`src/rtl/filter_mavg_pkg.sv`:
```
// Shared state encoding and width helpers for the multi-channel moving-average filter.
package filter_mavg_pkg;

  typedef enum logic [2:0] {
    StClear = 3'd0,
    StIdle  = 3'd1,
    StRead  = 3'd2,
    StCalc  = 3'd3,
    StOut   = 3'd4
  } state_e;

  function automatic int unsigned calc_ch_w(input int unsigned num_ch);
    return (num_ch > 1) ? $clog2(num_ch) : 1;
  endfunction

  function automatic int unsigned calc_sum_w(input int unsigned bit_width,
                                             input int unsigned log2_len);
    return bit_width + log2_len;
  endfunction

  function automatic int unsigned calc_adr_w(input int unsigned num_ch,
                                             input int unsigned log2_len);
    return calc_ch_w(num_ch) + log2_len;
  endfunction

endpackage

```
`src/rtl/mavg_tap_ram.sv`:
```
// Simple dual-port tap RAM with registered read; contents are cleared by the filter FSM.
module mavg_tap_ram
  import filter_mavg_pkg::*;
#(
  parameter int unsigned WIDTH = 16,
  parameter int unsigned ADR_W = 6,
  parameter int unsigned DEPTH = 64
) (
  input  logic             CLK,
  input  logic             wr_en,
  input  logic [ADR_W-1:0] wr_addr,
  input  logic [WIDTH-1:0] wr_data,
  input  logic [ADR_W-1:0] rd_addr,
  output logic [WIDTH-1:0] rd_data
);

  logic [WIDTH-1:0] mem [DEPTH];

  always_ff @(posedge CLK) begin
    if (wr_en) mem[wr_addr] <= wr_data;
    rd_data <= mem[rd_addr];
  end

endmodule

```
`src/rtl/filter_mavg_multich.sv`:
```
// Multi-channel recursive moving average: running sum per channel plus a circular tap buffer,
// one shared add/subtract datapath, one sample per four clocks.
module filter_mavg_multich
  import filter_mavg_pkg::*;
#(
  parameter int unsigned BIT_WIDTH = 16,
  parameter int unsigned LOG2_LEN  = 4,
  parameter int unsigned NUM_CH    = 4,
  parameter bit          uint_io   = 1'b0,
  parameter bit          ROUND     = 1'b0,
  localparam int unsigned CH_W     = calc_ch_w(NUM_CH)
) (
  input  logic                 CLK,
  input  logic                 nRST,
  input  logic                 START_FLAG,
  input  logic [CH_W-1:0]      CH_IN,
  input  logic [BIT_WIDTH-1:0] DATA_IN,
  input  logic                 CLR_FLAG,
  output logic [BIT_WIDTH-1:0] DATA_OUT,
  output logic [CH_W-1:0]      CH_OUT,
  output logic                 DATA_VALID,
  output logic                 FILT_RDY,
  output logic [NUM_CH-1:0]    FILLED
);

  localparam int unsigned LENGTH = 2 ** LOG2_LEN;
  localparam int unsigned SUM_W  = calc_sum_w(BIT_WIDTH, LOG2_LEN);
  localparam int unsigned ADR_W  = calc_adr_w(NUM_CH, LOG2_LEN);
  localparam int unsigned DEPTH  = NUM_CH * LENGTH;
  localparam int unsigned FILL_W = LOG2_LEN + 1;
  localparam logic signed [SUM_W:0] RND = ROUND ? (SUM_W + 1)'(LENGTH / 2) : '0;
  localparam logic signed [SUM_W:0] MAX_POS = (SUM_W + 1)'(2 ** (BIT_WIDTH - 1) - 1);

  state_e                       state_q;
  logic [ADR_W-1:0]             clr_cnt_q;
  logic [CH_W-1:0]              ch_q;
  logic signed [BIT_WIDTH-1:0]  data_in0_q;
  logic signed [SUM_W-1:0]      sum_q [NUM_CH];
  logic [LOG2_LEN-1:0]          ptr_q [NUM_CH];
  logic [FILL_W-1:0]            fill_q [NUM_CH];
  logic [BIT_WIDTH-1:0]         data_out_q;
  logic [CH_W-1:0]              ch_out_q;
  logic                         valid_q;
  logic                         rdy_q;

  logic                         ram_we;
  logic [ADR_W-1:0]             ram_waddr;
  logic [BIT_WIDTH-1:0]         ram_wdata;
  logic [ADR_W-1:0]             ram_raddr;
  logic [BIT_WIDTH-1:0]         oldest;

  logic signed [SUM_W:0]        rnd_sum;
  logic signed [SUM_W:0]        shifted;
  logic [BIT_WIDTH-1:0]         avg;

  // Tap address is {channel, pointer}; linear clear count covers the same space.
  always_comb begin
    ram_raddr = {ch_q, ptr_q[ch_q]};
    ram_we    = (state_q == StClear) || (state_q == StCalc);
    ram_waddr = (state_q == StClear) ? clr_cnt_q : ram_raddr;
    ram_wdata = (state_q == StClear) ? '0 : data_in0_q;
  end

  mavg_tap_ram #(
    .WIDTH (BIT_WIDTH),
    .ADR_W (ADR_W),
    .DEPTH (DEPTH)
  ) u_tap_ram (
    .CLK     (CLK),
    .wr_en   (ram_we),
    .wr_addr (ram_waddr),
    .wr_data (ram_wdata),
    .rd_addr (ram_raddr),
    .rd_data (oldest)
  );

  // One extra bit of headroom so rounding a full-scale positive sum can be clipped.
  always_comb begin
    rnd_sum = (SUM_W + 1)'(sum_q[ch_q]) + RND;
    shifted = rnd_sum >>> LOG2_LEN;
    avg     = (shifted > MAX_POS) ? BIT_WIDTH'(MAX_POS) : shifted[BIT_WIDTH-1:0];
  end

  always_comb begin
    FILLED = '0;
    for (int unsigned c = 0; c < NUM_CH; c++) FILLED[c] = (fill_q[c] == FILL_W'(LENGTH));
  end

  always_ff @(posedge CLK or negedge nRST) begin
    if (!nRST) begin
      state_q    <= StClear;
      clr_cnt_q  <= '0;
      ch_q       <= '0;
      data_in0_q <= '0;
      for (int unsigned c = 0; c < NUM_CH; c++) begin
        sum_q[c]  <= '0;
        ptr_q[c]  <= '0;
        fill_q[c] <= '0;
      end
      data_out_q <= {uint_io, {(BIT_WIDTH - 1){1'b0}}};
      ch_out_q   <= '0;
      valid_q    <= 1'b0;
      rdy_q      <= 1'b0;
    end else begin
      valid_q <= 1'b0;
      case (state_q)
        StClear: begin
          for (int unsigned c = 0; c < NUM_CH; c++) begin
            sum_q[c]  <= '0;
            ptr_q[c]  <= '0;
            fill_q[c] <= '0;
          end
          clr_cnt_q <= clr_cnt_q + ADR_W'(1);
          if (clr_cnt_q == ADR_W'(DEPTH - 1)) begin
            state_q <= StIdle;
            rdy_q   <= 1'b1;
          end
        end
        StIdle: begin
          if (CLR_FLAG) begin
            state_q   <= StClear;
            clr_cnt_q <= '0;
            rdy_q     <= 1'b0;
          end else if (START_FLAG && (32'(CH_IN) < NUM_CH)) begin
            ch_q       <= CH_IN;
            data_in0_q <= {uint_io ^ DATA_IN[BIT_WIDTH-1], DATA_IN[BIT_WIDTH-2:0]};
            state_q    <= StRead;
            rdy_q      <= 1'b0;
          end
        end
        StRead: state_q <= StCalc;
        StCalc: begin
          sum_q[ch_q] <= sum_q[ch_q] + SUM_W'(data_in0_q) - SUM_W'($signed(oldest));
          ptr_q[ch_q] <= ptr_q[ch_q] + LOG2_LEN'(1);
          if (fill_q[ch_q] != FILL_W'(LENGTH)) fill_q[ch_q] <= fill_q[ch_q] + FILL_W'(1);
          state_q <= StOut;
        end
        StOut: begin
          data_out_q <= {uint_io ^ avg[BIT_WIDTH-1], avg[BIT_WIDTH-2:0]};
          ch_out_q   <= ch_q;
          valid_q    <= 1'b1;
          rdy_q      <= 1'b1;
          state_q    <= StIdle;
        end
        default: state_q <= StClear;
      endcase
    end
  end

  assign DATA_OUT   = data_out_q;
  assign CH_OUT     = ch_out_q;
  assign DATA_VALID = valid_q;
  assign FILT_RDY   = rdy_q;

endmodule

```
`config.mk`:
```
export PLATFORM = sky130hd
export DESIGN_NAME = filter_mavg_multich
export DESIGN_NICKNAME = d
export VERILOG_FILES = /design/src/rtl/filter_mavg_pkg.sv /design/src/rtl/mavg_tap_ram.sv /design/src/rtl/filter_mavg_multich.sv
export SDC_FILE = /design/constraint.sdc
export NUM_CORES = 2
export LEC_CHECK = 0
export ABC_AREA = 1
export ABC_CLOCK_PERIOD_IN_PS = 4300
export CAP_MARGIN = 10
export CORE_MARGIN = 2
export CORE_UTILIZATION = 45
export CTS_CLUSTER_SIZE = 8
export DETAILED_ROUTE_END_ITERATION = 8
export REMOVE_ABC_BUFFERS = 1
export SLEW_MARGIN = 25
export SYNTH_ARGS = -nofsm -noshare
export SYNTH_HDL_FRONTEND = slang
export SYNTH_SLANG_ARGS = --single-unit
export TNS_END_PERCENT = 10
```
`constraint.sdc`:
```
create_clock -name CLK -period 4.3 [get_ports CLK]
set_input_delay 0.645 -clock CLK [delete_from_list [all_inputs] [get_ports CLK]]
set_output_delay 0.645 -clock CLK [all_outputs]
set_load 0.01 [all_outputs]
```
# After elaboration in Yosys (flattened, before gate mapping)
# Memories as Yosys holds them, arrays and structs flattened. A register that Yosys moved wholly into a read port is not among the register bits.
# Index checks and enable logic that the tools add are counted.
[totals]
register_bits = 163
inputBits = 22
memories = 1
mem_bits_rw = 1024
[op_classes]
muxes = 38
eq_ne = 14
addsub = 5
bitwise = 2
reduce_logical = 11
magnitude_cmp = 3
[mem_list]
columns = ["name", "depth", "word_bits", "read_ports", "rd_clocked_by_memory_dff", "write_ports", "line_no", "source"]
rows = [
  ["u_tap_ram.mem", 64, 16, 1, 1, 1, "mavg_tap_ram.sv:17", "logic [WIDTH-1:0] mem [DEPTH];"],
]
[op_table]
columns = ["operator", "count"]
rows = [
  ["case mux 80 bit (2 select lines)", 1],
  ["bitwise mux 80 bit", 1],
  ["2-to-1 mux 20 bit", 4],
  ["binary-select mux 20 bit (select 2 bit)", 1],
  ["demux 20 bit (select 2 bit)", 1],
  ["case mux 20 bit (2 select lines)", 1],
  ["2-to-1 mux 16 bit", 2],
  ["case mux 16 bit (2 select lines)", 1],
  ["adder 20 x 16 -> 20 bit", 1],
  ["bitwise mux 20 bit", 1],
  ["equality test 5 bit (second input constant)", 4],
  ["subtractor 20 x 16 -> 20 bit", 1],
  ["bitwise mux 16 bit", 1],
  ["greater-than comparator 16 bit (second input constant)", 1],
  ["2-to-1 mux 5 bit", 3],
  ["case mux 3 bit (5 select lines)", 1],
  ["2-to-1 mux 4 bit", 3],
  ["2-to-1 mux 6 bit", 2],
  ["case mux 6 bit (2 select lines)", 1],
  ["binary-select mux 5 bit (select 2 bit)", 1],
  ["demux 5 bit (select 2 bit)", 1],
  ["2-to-1 mux 3 bit", 3],
  ["binary-select mux 4 bit (select 2 bit)", 1],
  ["demux 4 bit (select 2 bit)", 1],
  ["24 further kinds", 35],
]

# Depth between registers and ports, before layout
[logic_depth]
word_depth = 8
ltp_mapped = 21

# Cells and area by module
# Synthesis repeated with hierarchy kept, for this count alone.
[hier_totals]
cells_unflattened = 4672
area_unflattened_um2 = 51117.8
[modules_own_cells]
columns = ["module", "n_inst", "seq_area_each_um2", "area_per_inst_um2", "cells_per_inst"]
rows = [
  ["mavg_tap_ram", 1, 31069.8, 42099.1, 3517],
  ["filter_mavg_multich", 1, 4078.9, 9018.6, 1155],
]

# Worst setup path before layout
# OpenSTA, ideal clock, no wires.
[synth_timing]
path_type = "reg2reg"
from = "register ch_q[1]"
to = "register sum_q[12] (netlist name)"
setup_ns = 0.066
slack_ns = 0.713
period_less_slack_ns = 3.587
stages_incl_launch_ff = 19
arrival_time_ns = 3.521
required_time_ns = 4.234
cell_sequence = "dfrtp_1 > buf_4 > nor2_1 > clkbuf_1 > buf_2 > a221oi_1 > ha_1 > inv_1 > ha_1 > fa_1 > nand3_1 > nand2_1 > a21boi_0 > o21ai_0 > nand2_1 > nand2_1 > xor2_1 > nand2_1 > nand2_1"
[synth_via]
elab_chain_len = 8
[synth_rtl]
columns = ["element", "line_no", "source"]
rows = [
  ["start: declaration", "filter_mavg_multich.sv:36", "logic [CH_W-1:0] ch_q;"],
  ["start signal: assignment", "filter_mavg_multich.sv:93", "ch_q <= '0;"],
  ["start signal: assignment", "filter_mavg_multich.sv:125", "ch_q <= CH_IN;"],
  ["NOT 2 -> 3 bit (not written as such) *", "filter_mavg_multich.sv:133", "sum_q[ch_q] <= sum_q[ch_q] + SUM_W'(data_in0_q) - SUM_W'($signed(oldest));"],
  ["binary-select mux 20 bit (select 2 bit)", "filter_mavg_multich.sv:133", ""],
  ["2-to-1 mux 20 bit (not written as such) (2 in a row)", "filter_mavg_multich.sv:133", ""],
  ["adder 20 x 16 -> 20 bit", "filter_mavg_multich.sv:133", ""],
  ["subtractor 20 x 16 -> 20 bit", "filter_mavg_multich.sv:133", ""],
  ["bitwise mux 80 bit *", "filter_mavg_multich.sv:133", ""],
  ["case mux 80 bit (2 select lines) *", "filter_mavg_multich.sv:106", "case (state_q)"],
  ["end signal: indexed assignment", "filter_mavg_multich.sv:133", ""],
  ["end: declaration", "filter_mavg_multich.sv:38", "logic signed [SUM_W-1:0] sum_q [NUM_CH];"],
]
# Mark *: on every way between the ends. The rest lies on a longest branch, timed or not. The select of a mux whose other input is x is not followed.
# A chain may end at the register's enable or synchronous reset.

# Worst setup path in the final report
[layout_timing]
from = "register ch_q[1]"
to = "register sum_q[28] (netlist name)"
# Same word-level chain as after synthesis.

==> reports/results.txt <==
Post-synth ARST share -> 13.5%
chip height -> 350 um
PwrDens -> 598 nW/um2
placed inst area -> 56800 um2
CP Capture Point -> sum_q[28]
share of Yosys cell area claimed by the top area cell type -> 57.2%
Non-Filler Instances -> 6863
Wirelength per Cell -> 21.7 um
top post-synthesis cells by count -> 1170 x nand2_1, 1024 x edfxtp_1, 691 x inv_1
Synth Flop Type -> edfxtp_1
grt ovf -> 0
most common cell in the netlist -> nand2_1
Site Rows -> 126
starting density of the core -> 45.5%
main area contributors after synthesis -> edfxtp_1 57%, nand2_1 8.2%, dfrtp_1 7.6%
max_cap viols -> 0
Total Routing Usage GR -> 24.4%
core box area -> 118000 um2
internal power -> 24.6 mW
syn avg cell area -> 10.4 um2
failing checks -> negative hold slack
Ant. Diodes -> 0
final number of hold-violating endpoints -> 28
Worst Max-Slew Pin Slew -> 0.985 ns
R2R Setup Slk -> 0.28 ns
die extent in x -> 350 um
first-pass GRT wire length -> 224000 um
slowest stage delay, CP -> 0.68 ns
Final Cycle Share -> 93.6%
TritonRoute pass-1 iters -> 6
startpoint types -> register
CP Cell Sequence -> nand2_2 > o22ai_1 > a221oi_1 > ha_1 > inv_1 > ha_1 > fa_1 > nand3_1 > nand2_1 > a21boi_0 > o21ai_0 > xnor2_1 > o21ai_0
reg2reg path depth -> 13
maximum number of pins on one net before global-route repair -> 120
clock period minus worst slack -> 4.02 ns
Synth Instances -> 5146
Slowest cell on crit path -> dfrtp_1
RD Place Congestion -> 0.905
Worst-Skew Late Latency -> 0.79 ns
Hold WS -> -0.0237 ns
clock slew at reported path FFs -> 0.05 ns
Critical R2R Launch -> ch_q[1]
Clock Tree Buf Depth -> 3
Setup TNS Final -> 0 ns
cell area after synthesis -> 53800 um2
Clock power frac -> 32.8%
synth warn -> 0
DR vias/cell -> 5.39
Cell variety after synth -> 45
Vias -> 37000
Max Clock Skew -> 0.0401 ns
Ports -> 46
Worst EP required -> 4.92 ns
WP data arrival -> 4.65 ns
Switch Pwr -> 12.2 mW
drt initial violations -> 3557
RSZ-0062 raised after global routing -> false
layout cell share with drive strength beyond 1 -> 8.20%
CTS tree -> done
Port Buffers -> 45
worst min path class -> in2async
WP buf/inv -> 1
CTS sink cnt -> 1203
Largest delay share family, worst path -> compound AO/OA/AOI/OAI gates
clk root buf -> clkbuf_16
CTS buffer count -> 168
leakage power -> 24.7 nW
DRC Markers -> 0
post-DP HPWL -> 87500 um
maximum clock frequency -> 248 MHz
area of the multi-input gates -> 14800 um2
VDD IR max -> 0.549 mV
antenna viol nets, final -> 0
Fillers -> 10400
Critical Path Stages -> 13
number of synthesized flops with an enable pin -> 1024
PnR worst setup slack -> 0.276 ns
outcome -> finished, violations left
crit-path max FO -> 14
Sequential Area -> 35100 um2
Post-Place Cells -> 6627
vias in the first global route -> 35500
nets -> 5327
# setup viols final -> 0
overall power -> 36.8 mW
FF-to-FF End -> sum_q[28]
max-slew violations -> 0
dpl ws -> 0.409 ns
final core occ -> 52.0%
full die area -> 122000 um2
sequential element share of the synthesized area -> 65.4%
Reg power frac -> 42.2%
synthesis-stage register bit count -> 1203
WS Path Type -> reg2reg
Slew HR -> 34.2%
area leader, netlist -> edfxtp_1
Sw Share -> 33.2%
Critical Path End Type -> register
initial antenna violation count -> 2
H-tree lvl count -> 4
area grow syn2layout -> 14.4%
design area -> 61500 um2
Setup crit start -> ch_q[1]
drt total wl -> 149000 um
combinational power share -> 25.1%
## metal layers
metal	share of wire (%)	up-vias	global-route usage (%)	wire length [um]
met3	6.6	275	3.96	9830
li1	-	17400	-	-
met4	3.2	2	8.95	4750
met1	44	18000	34.0	64900
met5	0.0054	-	0	8
met2	47	1306	38.7	69200
## final cells by class
class	count	area share, %
flip-flops and latches	1203	57.2
multi-input cells	2943	24.1
clock buffers	225	7.32
inverters	723	4.42
repair buffers	222	3.57
well taps	1536	3.12
clock inverters	11	0.313
## power by group through the flow
stage,Combinational [mW],Sequential [mW],Clock [mW]
2_1_floorplan,5.12,15.7,0
3_3_place_gp,9.00,15.7,0
3_5_place_dp,9.13,15.7,0
4_1_cts,9.17,15.5,12.3
5_1_grt,10.1,15.6,12.7
6_report,9.23,15.5,12.1
## sequential cells by signal, indices dropped and copies added, names as in the netlist, 3 cells and up
register and count:
state_q 3, u_tap_ram.rd_data 16, clr_cnt_q 6, data_in0_q 16, fill_q 20, u_tap_ram.mem 1024
sum_q 80, DATA_OUT 16, ptr_q 16
## repair_timing
item / 4_1_cts / 5_1_grt
hold buffers: 0 / 0
setup buffers: 0 / 0
setup endpoints to repair: 0 / 3
resized for setup: 0 / 1
## kinds of logic after synthesis
family / synth area share, %
DFF: 65.4
xor gates and xnor gates: 0.310
and+or+nand+nor: 22.0
AOI/OAI and AO/OA: 3.61
adders and majority gates: 1.29
buffers and inverters: 7.46
## cell usage in the layout, fill, tap and decap left out, types with 45 or more instances in the layout
| cell type | instances |
|---|---|
| a21oi_1 | 52 |
| buf_4 | 145 |
| clkbuf_1 | 53 |
| clkbuf_16 | 172 |
| dfrtp_1 | 163 |
| edfxtp_1 | 1024 |
| inv_1 | 691 |
| nand2_1 | 1170 |
| nand3_1 | 667 |
| nand3b_1 | 313 |
| nor2_1 | 324 |
| o21ai_0 | 126 |
| o22ai_1 | 45 |
## how the worst min path moves through the flow
stage / from / slack [ns] / depth (start not counted) / to
after global routing: nRST / 0.03 / 1 / sum_q[10]
final: nRST / -0.02 / 1 / data_in0_q[15]
after global placement: fill_q[18] / 0.46 / 2 / fill_q[18]
after detailed placement: fill_q[13] / 0.46 / 2 / fill_q[13]
after floorplan: nRST / 0.35 / 0 / CH_OUT[0]
after CTS: nRST / 0.01 / 1 / sum_q[10]
Power figures use the tool's default switching activity.
==> RTL edit, RTL diff (same flow settings) <==
`uint_io`: 1'b0 -> 1'b1.
--- a/src/rtl/filter_mavg_multich.sv
+++ b/src/rtl/filter_mavg_multich.sv
@@ -6,7 +6,7 @@
   parameter int unsigned BIT_WIDTH = 16,
   parameter int unsigned LOG2_LEN  = 4,
   parameter int unsigned NUM_CH    = 4,
-  parameter bit          uint_io   = 1'b0,
+  parameter bit          uint_io   = 1'b1,
   parameter bit          ROUND     = 1'b0,
   localparam int unsigned CH_W     = calc_ch_w(NUM_CH)
 ) (
Behaviour: not the same (a bounded check fails within 4 cycles, from zero or initial values and one cycle with nRST low).
==> RTL edit against the unedited design <==
Design area about the same; sequential cell count unchanged; first-iteration DRC count up 10%; worst setup slack worse by 66 ps; wire length up 4.4%; total power down 0.99%; fmax down 1.6%; area after synthesis up 0.69%; critical endpoint is now sum_q[56]$_DFFE_PN0P_.
==> RTL edit: results <==
{
  "grt_pass1_wl_um": 231000,
  "cp_max_fo": 16,
  "synth_common_cells": "nand2_1 (1116), edfxtp_1 (1024), nand3_1 (768)",
  "post-dp-hpwl_um": 86100,
  "gp_congestion": 0.898,
  "endpoint": "sum_q[56]$_DFFE_PN0P_",
  "clk_share_pct": 7.43,
  "r2r_setup_slack_ps": 210,
  "min-delay-path-class": "in2reg",
  "synthXorXnorAreaFrac_pct": 0.275,
  "switching_power_w": 0.0121,
  "sh_seq_area_pct": 57.1,
  "synth_area_leaders": "edfxtp_1 (57%), nand2_1 (7.7%), dfrtp_1 (7.5%)",
  "grt_pass1_vias": 36100,
  "leakage_nw": 24.5,
  "drive_above_1_share_pct": 7.86,
  "grt_max_degree": 186,
  "clockPowerShare_pct": 32.6,
  "num-multi-input-gates": 2975,
  "fin_skew_ps": 41.4,
  "nNetsFinal": 5335,
  "met2_wirelength_um": 72500,
  "status": "completed",
  "synth_compound_area_share_pct": 3.09,
  "fill_cells": 10400,
  "multi_input_area_um2": 15200,
  "bufAreaShareNonClock_pct": 3.17,
  "ys_types": 47,
  "grt_use_total_pct": 25.2,
  "met2_usage_pct": 40.1,
  "vdd_drop_max_uv": 436
}
-- RTL edit: cell count changes in the layout (fill, tap and decap cells not counted), moves of 15 or more --
cell | before | now
nand3b_1 | 313 | 381
a21oi_1 | 52 | 37
nand2_1 | 1170 | 1116
o21ai_1 | 3 | 47
o21ai_0 | 126 | 84
clkinv_1 | 25 | 1
nor2_1 | 324 | 302
nand3_1 | 667 | 768
inv_2 | 6 | 24
o211ai_1 | 42 | 26
or2_2 | 27 | 8
-- RTL edit: metrics by stage --
stage               setup slack [ps]  std cells  area [um2]  hold slack, ps  power [W]
floorplan                      -7360       4894       52800             349     0.0206
global placement                 304       6709       56900             458     0.0245
detailed placement               271       6709       56900             460     0.0246
CTS                              272       6932       61500             422     0.0365
global route                    40.1       6933       61500             476     0.0379
finish                           210       6933       61500             463     0.0364
